[src/rtl/drfa_pkg.sv]
// drfa_pkg: shared widths and the call-stack entry layout used by the control unit and call_stack.
package drfa_pkg;
  localparam int PC_WIDTH    = 8;
  localparam int FLAGS_WIDTH = 4;
  localparam int CALL_DEPTH  = 5;
  typedef struct packed {
    logic [PC_WIDTH-1:0]    pc;
    logic [FLAGS_WIDTH-1:0] flags;
  } stack_entry_t;
endpackage

[src/rtl/call_stack.sv]
// call_stack: return stack of {pc, flags} for call/ret with saturating sp and sticky overflow/underflow.
module call_stack #(
  parameter int DEPTH       = drfa_pkg::CALL_DEPTH,
  parameter int PC_WIDTH    = drfa_pkg::PC_WIDTH,
  parameter int FLAGS_WIDTH = drfa_pkg::FLAGS_WIDTH
) (
  input  logic                       clk,
  input  logic                       rst_n,
  input  logic                       in_push,
  input  logic                       in_pop,
  input  logic                       in_clear,
  input  logic [PC_WIDTH-1:0]        in_pc,
  input  logic [FLAGS_WIDTH-1:0]     in_flags,
  output logic [PC_WIDTH-1:0]        out_top_pc,
  output logic [FLAGS_WIDTH-1:0]     out_top_flags,
  output logic [$clog2(DEPTH+1)-1:0] out_depth,
  output logic                       out_empty,
  output logic                       out_full,
  output logic                       out_overflow,
  output logic                       out_underflow
);
  localparam int SW = $clog2(DEPTH+1);
  localparam int AW = $clog2(DEPTH);
  typedef struct packed {
    logic [PC_WIDTH-1:0]    pc;
    logic [FLAGS_WIDTH-1:0] flags;
  } entry_t;
  entry_t          mem [DEPTH];
  logic [SW-1:0]   sp, sp_nxt;
  logic            ovf, ovf_nxt, udf, udf_nxt;
  logic            empty, full, wr_en;
  logic [AW-1:0]   top_idx, wr_idx;
  entry_t          top;
  assign empty   = sp == '0;
  assign full    = sp == SW'(DEPTH);
  assign top_idx = AW'(sp - SW'(1));
  assign top     = empty ? '0 : mem[top_idx];
  always_comb begin
    wr_en   = ~in_clear & in_push & (in_pop | ~full);
    // push+pop on a non-empty stack overwrites the top in place
    wr_idx  = (in_pop & ~empty) ? top_idx : AW'(sp);
    sp_nxt  = in_clear                       ? '0 :
              in_push & ~in_pop & ~full      ? sp + SW'(1) :
              in_pop & ~in_push & ~empty     ? sp - SW'(1) :
              in_push & in_pop & empty       ? SW'(1) : sp;
    ovf_nxt = ~in_clear & (ovf | (in_push & ~in_pop & full));
    udf_nxt = ~in_clear & (udf | (in_pop & empty));
  end
  always_ff @(posedge clk or negedge rst_n) begin
    if (!rst_n) begin
      sp  <= '0;
      ovf <= 1'b0;
      udf <= 1'b0;
    end else begin
      sp  <= sp_nxt;
      ovf <= ovf_nxt;
      udf <= udf_nxt;
    end
  end
  // entry contents are don't-care beyond sp, so the array needs no reset
  always_ff @(posedge clk) begin
    if (wr_en) mem[wr_idx] <= '{pc: in_pc, flags: in_flags};
  end
  assign out_top_pc    = top.pc;
  assign out_top_flags = top.flags;
  assign out_depth     = sp;
  assign out_empty     = empty;
  assign out_full      = full;
  assign out_overflow  = ovf;
  assign out_underflow = udf;
endmodule

[config.mk]
export PLATFORM = sky130hd
export DESIGN_NAME = call_stack
export DESIGN_NICKNAME = d
export VERILOG_FILES = /design/src/rtl/drfa_pkg.sv /design/src/rtl/call_stack.sv
export SDC_FILE = /design/constraint.sdc
export NUM_CORES = 1
export LEC_CHECK = 0
export CAP_MARGIN = 20
export CORE_MARGIN = 8
export CORE_UTILIZATION = 56
export DETAILED_ROUTE_END_ITERATION = 8
export DONT_BUFFER_PORTS = 1
export PLACE_DENSITY_LB_ADDON = 0.05
export SYNTH_ARGS = -nofsm -noshare
export SYNTH_HDL_FRONTEND = slang
export SYNTH_SLANG_ARGS = --single-unit
[constraint.sdc]
create_clock -name clk -period 3.39 [get_ports clk]
set_clock_uncertainty 0.05 [all_clocks]
set_input_delay 0.5085 -clock clk [delete_from_list [all_inputs] [get_ports clk]]
set_output_delay 0.5085 -clock clk [all_outputs]
set_load 0.005 [all_outputs]
# After elaboration in Yosys (flattened, before gate mapping)
# Memories as Yosys holds them, arrays and structs flattened.
# Index checks and enable logic that the tools add are counted.
# op_classes
addsub,2
multipliers,0
div_mod_pow,0
n_lt_le_gt_ge,0
eq_ne,1
shifts,0
muxes,8
bitwise,21
reduce_logical,2
# ops
op,count
two-way mux 3 bit,5
bitwise AND 1 bit,13
two-way mux 12 bit,1
inverter 1 bit,5
nonzero test 4 bit,1
"adder 3 x 1 -> 3 bit, second input constant",1
"== test 3 bit, second input constant",1
zero test 3 bit,1
bitwise OR 1 bit,3
"subtractor 3 x 1 -> 3 bit, second input constant",1
two-way mux 1 bit,2
# totals
reg_bits,5
latchBits,0
ramBits,60
mem_bits_ro,0
input_bits,17
output_inout_bits,19
elab_cells,38
n_memories,1
# memory_table
memory,words,width,rd,rd_ports_with_merged_regs,wr,line,rtl
mem,5,12,1,0,1,call_stack.sv:28,entry_t mem [DEPTH];

# Logic depth before layout (Yosys ltp)
# logic_depth
ltp_word,6
ltp_mapped,10
ltp_nobuf,7

# Worst setup path before layout
# OpenSTA, ideal clock, no wires.
# synth_path
path_kind,register to register
start,"register sp[0], in the netlist out_depth[0]"
end,memory mem[1][0] in the netlist's numbering (enable)
setup_ps,396
arrival_time_ps,2770
required_time_ps,2944
path_slack_ps,174
stages_incl_launch_ff,10
path_buffers,4
period_less_slack_ps,3216
cell_sequence,dfrtp_1 buf_2 buf_4 inv_1 ha_1 clkbuf_1 buf_2 inv_1 a2bb2oi_1 nor3_1
# synth_between
elab_chain_len,6
word_cells_on_any_way,11
cone_classes,1 x add/sub; 1 x eq/ne; 3 x mux; 5 x bitwise; 1 x reduce/logical
# synth_lines
element,line,rtl
start: declaration,call_stack.sv:29,"logic [SW-1:0] sp, sp_nxt;"
start signal: assignment,call_stack.sv:55,sp <= sp_nxt;
== test 3 bit,call_stack.sv:35,assign full = sp == SW'(DEPTH);
inverter 1 bit,call_stack.sv:39,wr_en = ~in_clear & in_push & (in_pop | ~full);
bitwise OR 1 bit,call_stack.sv:39,
bitwise AND 1 bit,call_stack.sv:39,
two-way mux 1 bit,call_stack.sv:62,"if (wr_en) mem[wr_idx] <= '{pc: in_pc, flags: in_flags};"
two-way mux 1 bit (implied by the code),call_stack.sv:62,
end: declaration,call_stack.sv:28,
# Parallel ways exist; a longest one is shown, timed or not.

# Worst setup path in the final report
# layout_path
start,"register sp[1], in the netlist out_depth[1]"
end,output out_top_pc[0]
# layout_between
elab_chain_len,3
word_cells_on_any_way,4
cone_classes,1 x add/sub; 1 x mux; 1 x reduce/logical; 1 x memory
# layout_lines
element,line,rtl
subtractor 3 x 1 -> 3 bit,call_stack.sv:36,assign top_idx = AW'(sp - SW'(1));
memory (5 x 12 bit),-,
two-way mux 12 bit *,call_stack.sv:37,assign top = empty ? '0 : mem[top_idx];
end: declaration,call_stack.sv:14,"output logic [PC_WIDTH-1:0] out_top_pc,"
# Every way passes the cells marked *; elsewhere a longest branch is shown, timed or not.

==> flow_summary.yaml <==
timing:
  finalSetupViolCount: 0
  worstMarginPinSlew_ns: 1.10
  max-slew-margin-rel_pct: 26.4
  hold_viol: 0
  slew_violations: 0
  rsz0062_at_grt: "false"
  fin_crit_ns: 3.08
  fmax_mhz: 325
  finalCritPeriodShare_pct: 90.9
  tns_ns: 0
clock_tree:
  numCtsBuffers: 9
  ctsLongestPathBuffers: 2
  cts_tree: "yes"
  cts.sinks: 65
  insertion_delay_ns: 0.33
  h-tree-depth: 3
  clock-root-buffer: "clkbuf_8"
  path_clk_slew_ns: 0.07
power:
  vdd_ir_drop_max_uv: 500
  powerDensity_nw_per_um2: 748
  switching_share_pct: 33.0
  p_leak_nw: 1.07
  clockPowerShare_pct: 25.9
  seqPwrFrac_pct: 42.6
  pwr-share-comb_pct: 31.5
  p_switching_mw: 0.768
  p_int_mw: 1.56
die:
  die_area_um2: 7510
  io_pins: 36
  die_h_um: 86.7
  core_area_um2: 4790
  start_util_pct: 58.4
  die_width_um: 86.7
  std_cell_rows: 25
grt:
  grt_pass1_vias: 1639
  grt_pass1_wl_mm: 8.81
  antenna_found_initial: 0
  gr-total-overflow: 0
  grt_usage_pct: 15.8
  grt_max_degree: 19
placed_design:
  dp_hpwl_mm: 3.72
  postPlaceCellArea_um2: 2920
  gp_congestion: 0.832
  io_buffers: 0
detailed_routing:
  vias: 1583
  drc: 0
  dr_wl_met3_um: 431
  firstDrtPassIters: 4
  ant_nets: 0
  drt_iter0_drc: 142
  top_layer_used: "met4"
  vias_per_cell: 5.82
  wl_per_cell_um: 20.2
  drt-met1-wl_mm: 2.34
  met2_length_mm: 2.64
  wl_mm: 5.48
logic_synthesis:
  avgSynthCellArea_um2: 14.8
  ys_seq_area_share_pct: 68.9
  mappedNetlistNets: 210
  netlist_area_um2: 2800
  synth_area_leaders: "edfxtp_1 64%, mux4_2 9.7%, dfrtp_1 4.5%"
  yosys_warnings: 0
  ys_types: 34
  synth_cells: 189
  async_reset_ff_share_pct: 7.69
  synth_top_area_cell: "edfxtp_1"
  synth_edf_count: 60
  synth_seq_cells: 65
  yosys.area.top_type_share_pct: 64.4
  synth_ff_type: "edfxtp_1"
worst_setup_path:
  r2r-start: "out_depth[1]$_DFFE_PN0P_"
  worstPathArrival_ns: 2.52
  worstSetupStartpoint: "out_depth[1]$_DFFE_PN0P_"
  critPathLaunchType: "flip-flop"
  crit_type: "flip-flop to output pin"
  cp_max_fo: 12
  cp-end-kind: "output pin"
  crit_required_ns: 2.83
final_layout:
  drive_above_1_share_pct: 20.0
  areaGrowthSynthToFinish_pct: 11.3
  final_cell_mix: "60 x edfxtp_1, 27 x nand2_1, 17 x a21oi_1"
  nets: 222
  antenna_cells: 0
  layout_commonest_cell: "edfxtp_1"
  design_area_um2: 3110
worst_hold_path:
  min_path_type: "input port to flip-flop"
  min_from: "in_clear"
run:
  drv_cap: 0
outcome:
  status: "complete, no violations"
## worst max-delay path: stages (launching register included)
cell and delay (ns):
dfrtp_1 0.45, inv_1 0.14, ha_1 0.31, xnor2_1 0.89, nand2_1 0.14, a21oi_1 0.27
## per-layer routing
layer / GRT usage [%] / up-vias
li1: - / 735
met1: 18.8 / 795
met2: 24.7 / 45
met3: 7.47 / 8
met4: 5.48 / 0
met5: 0 / -
## kinds of logic after synthesis
| family | Yosys count | share of synthesized area, % |
|---|---|---|
| mux | 12 | 9.66 |
| xor+xnor | 3 | 0.940 |
| flops | 65 | 68.9 |
| buf+inv | 20 | 3.00 |
| simple gates | 51 | 8.05 |
| fa+ha+maj | 4 | 1.79 |
| compound gates | 34 | 7.65 |
## area by class of cell
cell class | instances | area (um2)
multi-input cells | 104 | 796
well taps | 67 | 83.8
flip-flops and latches | 65 | 1930
repair buffers | 11 | 85.1
clock inverters | 6 | 60.1
clock buffers | 9 | 124
fillers | 362 | 1670
inverters | 10 | 37.5
## timing repair
action	CTS	global route
gates resized for setup	0	0
setup buffers	0	0
hold endpoints to repair	5	0
hold buffers	1	0
## cell usage after synthesis (all sizes together) (2+ instances only)
| master | count |
|---|---|
| nand3 | 2 |
| nor3 | 6 |
| edfxtp | 60 |
| or3 | 2 |
| dfrtp | 5 |
| nor2 | 7 |
| mux4 | 12 |
| nand2b | 3 |
| xnor2 | 2 |
| clkbuf | 5 |
| a2bb2oi | 3 |
| ha | 4 |
| inv | 10 |
| buf | 5 |
| nand2 | 27 |
| a21o | 2 |
| a21oi | 17 |
| o21ai | 3 |
## path summary, 6_finish.rpt
kind	cells after the start	slack, ns	to
worst max register to register	6	0.63	mem[3][2]$_DFFE_PP_
min in group asynchronous	1	0.42	out_depth[1]$_DFFE_PN0P_
max in group asynchronous	1	2.67	out_depth[0]$_DFFE_PN0P_
worst min register to register	2	0.48	out_overflow$_DFF_PN0_
worst min-delay path	1	0.19	out_overflow$_DFF_PN0_
worst max-delay path	5	0.31	out_top_pc[0]
## state kept, by name (all words and copies together) (netlist names)
name,count
out_underflow,1
out_overflow,1
out_depth,3
mem,60
## power groups by stage
stage          combinational (mW)  clock, mW  sequential (mW)
2_1_floorplan               0.563          0            0.990
3_3_place_gp                0.728          0             1.01
3_5_place_dp                0.744          0             1.01
4_1_cts                     0.749      0.621            0.994
5_1_grt                     0.812      0.651             1.00
6_report                    0.734      0.603            0.993
## metrics by stage
step	power [mW]	util (%)	instances	setup slack, ns	hold slack [ns]
CTS	2.36	65.0	272	0.230	0.175
detailed placement	1.75	61.0	256	0.606	0.163
global placement	1.73	61.0	256	0.703	0.163
global route	2.47	65.0	272	0.132	0.164
finish	2.33	65.0	272	0.309	0.192
floorplan	1.55	-	189	0.174	0.163
Power figures use the tool's default switching activity.
